## src/rtl/mem_arb_pkg.sv

```systemverilog
// Shared definitions for the IF/MEM memory port arbiter: FSM state encoding
// and default bus widths.
package mem_arb_pkg;

   localparam int MEM_AW_DEF = 32;
   localparam int MEM_DW_DEF = 32;

   typedef enum logic [1:0] {
      IDLE    = 2'd0,
      IF_BUSY = 2'd1,
      DM_BUSY = 2'd2,
      RESP    = 2'd3
   } arbState_t;

endpackage

```

## src/rtl/mem_port_arbiter.sv

```systemverilog
// mem_port_arbiter: shares one single-ported memory between the fetch port
// and the load/store port. Data requests have fixed priority over fetches.
// All mem_* outputs are registers, so there is always an IDLE bubble between
// two accesses.
// Optional feature: define MEM_ARB_RDATA_REG_EN to register read data at the
// completion edge and pulse *_valid one cycle later from a RESP state. This
// cuts the mem_rdata -> InstF/ReadDataM combinational path.
module mem_port_arbiter
   import mem_arb_pkg::*;
#(
   parameter int MEM_AW = MEM_AW_DEF,
   parameter int MEM_DW = MEM_DW_DEF
) (
   input  logic                  clk,
   input  logic                  rst,
   // fetch port
   input  logic                  if_req,
   input  logic [MEM_AW-1:0]     if_addr,
   output logic [MEM_DW-1:0]     if_rdata,
   output logic                  if_valid,
   // load/store port
   input  logic                  dm_req,
   input  logic [MEM_DW/8-1:0]   dm_we,
   input  logic [MEM_AW-1:0]     dm_addr,
   input  logic [MEM_DW-1:0]     dm_wdata,
   output logic [MEM_DW-1:0]     dm_rdata,
   output logic                  dm_valid,
   // memory side
   output logic                  mem_en,
   output logic [MEM_DW/8-1:0]   mem_we,
   output logic [MEM_AW-1:0]     mem_addr,
   output logic [MEM_DW-1:0]     mem_wdata,
   input  logic [MEM_DW-1:0]     mem_rdata,
   input  logic                  mem_ready,
   // hazard unit
   output logic                  stall_if,
   output logic                  stall_mem
);

`ifdef MEM_ARB_RDATA_REG_EN
   localparam arbState_t DONE_STATE = RESP;
`else
   localparam arbState_t DONE_STATE = IDLE;
`endif

   arbState_t state, stateNext;
   logic      ifDone, dmDone;

   // A completion only counts as delivered if the requester still wants it;
   // a flushed requester lets the memory finish but gets no pulse.
   assign ifDone = (state == IF_BUSY) & mem_ready & if_req;
   assign dmDone = (state == DM_BUSY) & mem_ready & dm_req;

   // State register
   always_ff @(posedge clk) begin
      if (!rst) state <= IDLE;
      else      state <= stateNext;
   end

   // Next-state: data over fetch from IDLE, leave BUSY on mem_ready
   always_comb begin
      stateNext = state;
      case (state)
         IDLE: begin
            if (dm_req)      stateNext = DM_BUSY;
            else if (if_req) stateNext = IF_BUSY;
         end
         IF_BUSY, DM_BUSY: begin
            if (mem_ready) stateNext = DONE_STATE;
         end
         default: stateNext = IDLE;
      endcase
   end

   // Latch the winning request into the memory outputs on acceptance;
   // drop mem_en at the completion edge. Address/data simply hold afterwards.
   always_ff @(posedge clk) begin
      if (!rst) begin
         mem_en    <= 1'b0;
         mem_we    <= '0;
         mem_addr  <= '0;
         mem_wdata <= '0;
      end else begin
         case (state)
            IDLE: begin
               if (dm_req) begin
                  mem_en    <= 1'b1;
                  mem_we    <= dm_we;
                  mem_addr  <= dm_addr;
                  mem_wdata <= dm_wdata;
               end else if (if_req) begin
                  mem_en    <= 1'b1;
                  mem_we    <= '0;
                  mem_addr  <= if_addr;
                  mem_wdata <= '0;
               end
            end
            IF_BUSY, DM_BUSY: begin
               if (mem_ready) mem_en <= 1'b0;
            end
            default: ;
         endcase
      end
   end

`ifdef MEM_ARB_RDATA_REG_EN
   logic [MEM_DW-1:0] ifRdataQ, dmRdataQ;
   logic              ifValidQ, dmValidQ;

   // Capture read data at the completion edge; valid pulses during RESP
   always_ff @(posedge clk) begin
      if (!rst) begin
         ifRdataQ <= '0;
         dmRdataQ <= '0;
         ifValidQ <= 1'b0;
         dmValidQ <= 1'b0;
      end else begin
         ifValidQ <= ifDone;
         dmValidQ <= dmDone;
         if ((state == IF_BUSY) && mem_ready) ifRdataQ <= mem_rdata;
         if ((state == DM_BUSY) && mem_ready) dmRdataQ <= mem_rdata;
      end
   end

   assign if_rdata = ifRdataQ;
   assign dm_rdata = dmRdataQ;
   assign if_valid = ifValidQ;
   assign dm_valid = dmValidQ;
`else
   // Read data passes straight through; it is only meaningful with *_valid
   assign if_rdata = mem_rdata;
   assign dm_rdata = mem_rdata;
   assign if_valid = ifDone;
   assign dm_valid = dmDone;
`endif

   assign stall_if  = if_req & ~if_valid;
   assign stall_mem = dm_req & ~dm_valid;

endmodule

```

## config.mk

```make
export PLATFORM = sky130hd
export DESIGN_NAME = mem_port_arbiter
export DESIGN_NICKNAME = d
export VERILOG_FILES = /design/src/rtl/mem_arb_pkg.sv /design/src/rtl/mem_port_arbiter.sv
export SDC_FILE = /design/constraint.sdc
export NUM_CORES = 1
export LEC_CHECK = 0
export ABC_AREA = 1
export BUFFER_PORTS_ARGS = -buffer_cell sky130_fd_sc_hd__buf_2
export CORE_AREA = 2 2 106 108
export DETAILED_ROUTE_END_ITERATION = 10
export DIE_AREA = 0 0 108 110
export GPL_ROUTABILITY_DRIVEN = 0
export HOLD_SLACK_MARGIN = 0.03
export PLACE_DENSITY = 0.71
export SETUP_SLACK_MARGIN = 0.4
export SYNTH_ARGS = -nofsm -noshare
export SYNTH_HDL_FRONTEND = slang
export SYNTH_SLANG_ARGS = --single-unit
export TNS_END_PERCENT = 100
```

## constraint.sdc

```tcl
create_clock -name clk -period 1.3 [get_ports clk]
set_input_delay 0.26 -clock clk [delete_from_list [all_inputs] [get_ports clk]]
set_output_delay 0.26 -clock clk [all_outputs]
set_load 0.005 [all_outputs]
```

==> metrics.cfg <==
[setup_path]
setup.worst_path.start=state[1]
critical_path_arrival_ps=1230
cp_data_required_time_ps=1040
startpoint_type=flop
rr_startpoint=state[1]
critPathMaxFanout=2
path_class=reg2out
timing.critical_path.to_type=primary output
reg2regPathDepth=9

[layout]
utilization_pct=59.3
n_antenna_cell=0
finalNetCount=820
finished_layout_cells=824
flow.area_growth_from_synthesis_pct=73.5
post-route-cell-area_um2=6350
drive_gt1_share_pct=73.5

[drt]
detail_route.wl_per_cell_um=15.6
routed_via_density=4.68
routed_wirelength_mm=12.8
route.antenna.remaining_nets=0
detail_route.first_pass.iterations=4
route.detailed.drc=0
detailroute.via_count=3860
dr.first_iter.drc_count=141

[outcome]
result_of_the_run=finished with violations
violated_checks=setup timing

[global_route]
antenna_found_initial=0
grt.total_usage_pct=19.8
first_pass_grt_wire_length_mm=18.2
grt_remaining_overflow=0
maximum_number_of_pins_on_one_net_before_global_route_repair=39
number_of_global_route_vias_before_repair=3610

[clock_network]
cts_htree_levels=3
cts-root-buf=sky130_fd_sc_hd__clkbuf_8
tritoncts=done
cts-buffers-inserted=9
clk_path_buf_depth=2
clk-insertion-delay-late_ps=340
clock_sink_count=71
clock_transition_at_the_registers_of_the_reported_paths_ps=80
cts_hold_buffers_added=0

[floorplan]
ioPinCount=274
placement_rows=38
floorplan.core_area_um2=10700
floorplan.initialDensity_pct=34.2
fp.dieH_um=110
design.die.area_um2=11900
die-width_um=108

[sta]
clock_skew_ps=8.07
final.hold.worst_slack_ps=149
setup_repair_after_global_routing_missed_its_margin=true
slew_viol_final=0
setup_viol_count_final=74
fin_setup_tns_ps=-6790
post_route_minimum_period_ps=1490
finalHoldViolations=0
final.setup.worst_slack_ps=-185
final_min_period_over_clock_period_pct=114
fmax_mhz=673
maxSlewHeadroom_pct=66.5
worst_slew_pin_slew_ps=502

[run]
max-cap-violations=0

[logic_synthesis]
yosysWarningCount=0
post_synth_instance_area_um2=3660
synthAdderAreaFrac_pct=1.03
netlist-cell-type-count=20
synthesis.area_per_instance_um2=7.29
seq_area_frac_synth_pct=38.8
synthSimpleGateAreaFrac_pct=24.4
netlist_instances=502
mappedNetlistNets=642
xor_xnor_share_of_the_synthesized_area_pct=0
synth_compound_gate_area_share_pct=16.3
synth.ff_latch_count=71
dominant_combinational_cell_family_by_area_after_synthesis=simple AND/OR/NAND/NOR gates
post_synth_mux_area_share_pct=0

[hold_path]
hold-path-cell-count=3
hold_path_class=in2reg
min-delay-start=dm_wdata[0]

[place]
hpwlAfterDp_mm=7.14
placement.cell_area_um2=4260
numPortBuffers=177
numPlacedInstances=741

[pwr]
p_leak_uw=0.00308
cellPowerDensity_nw_per_um2=1060
worst_ir_drop_on_vdd_mv=0.499

[per-stage QoR]
stage | worst slack (ps) | power, µW
3_3_place_gp | 8.79 | 3810
6_report | -185 | 6740
3_5_place_dp | 33.7 | 3810
2_1_floorplan | 136 | 3450
4_1_cts | -199 | 6420
5_1_grt | -217 | 7090
[logic make-up after synthesis]
kind of cell,after synthesis
simple gates,220
flops,71
compound gates,104
buf+inv,104
fa+ha+maj,3
[worst max-delay path, stage by stage, from the launching register on]
cell	delay [ps]
sky130_fd_sc_hd__dfxtp_2	340
sky130_fd_sc_hd__buf_12	120
sky130_fd_sc_hd__ha_4	150
sky130_fd_sc_hd__a21oi_2	130
sky130_fd_sc_hd__buf_2	140
[flip-flops by register name (all words and copies together), names as in the netlist]
| signal | count |
|---|---|
| mem_addr | 32 |
| mem_wdata | 32 |
| mem_we | 4 |
| state | 2 |
| mem_en | 1 |
[timing repair]
| action | 4_1_cts | 5_1_grt |
|---|---|---|
| gates cloned | 15 | 1 |
| pin swaps | 25 | 23 |
| buffers inserted | 41 | 11 |
| hold endpoints to repair | 0 | 0 |
| resized for setup | 196 | 106 |
| endpoints found under the setup margin | 144 | 144 |
[cells in the final DEF (no fill, tap or decap), drive strengths merged]
master,count
buf,261
nand2,181
a21oi,72
dfxtp,71
nor2,37
o21ai,32
clkbuf,12
inv,8
clkinv,4
ha,3
nand3,1
nand4,1
clkinvlp,1
[final timing paths]
check / to / slack, ps
max: stall_mem / -190
min: mem_wdata[0] / 150
min reg2reg: mem_wdata[15] / 460
max reg2reg: mem_addr[27] / -170
[metal layers]
metal	part of all wire, %	up-vias	track usage, %	wire length (µm)
li1	-	1893	-	-
met1	38	1769	22.0	4920
met2	52	162	35.8	6660
met3	6.3	36	5.00	810
met4	3.4	0	8.79	430
met5	0	-	0	0
[power by group]
group          internal, µW  total (µW)  switching (µW)
logic                  1490        2630            1140
clock network           725        1540             818
registers              2420        2570             151
[synthesized netlist by cell type, drive strengths merged]
master | instances | share of area [%]
dfxtp | 71 | 39
buf | 89 | 18
nand2 | 181 | 20
ha | 3 | 1.0
o21ai | 32 | 4.4
nor2 | 37 | 3.8
nand4 | 1 | 0.17
a21oi | 72 | 12
nand3 | 1 | 0.14
clkbuf | 6 | 0.62
inv | 9 | 1.1
[final cells by class]
| cell class | count | area, µm² |
|---|---|---|
| clock buffers | 11 | 141 |
| clock inverters | 4 | 22.5 |
| inverters | 9 | 53.8 |
| fillers | 910 | 4350 |
| flip-flops and latches | 71 | 1520 |
| multi-input cells | 327 | 2080 |
| repair buffers | 262 | 2360 |
| well taps | 140 | 175 |
(Power assumes the default switching activity.)
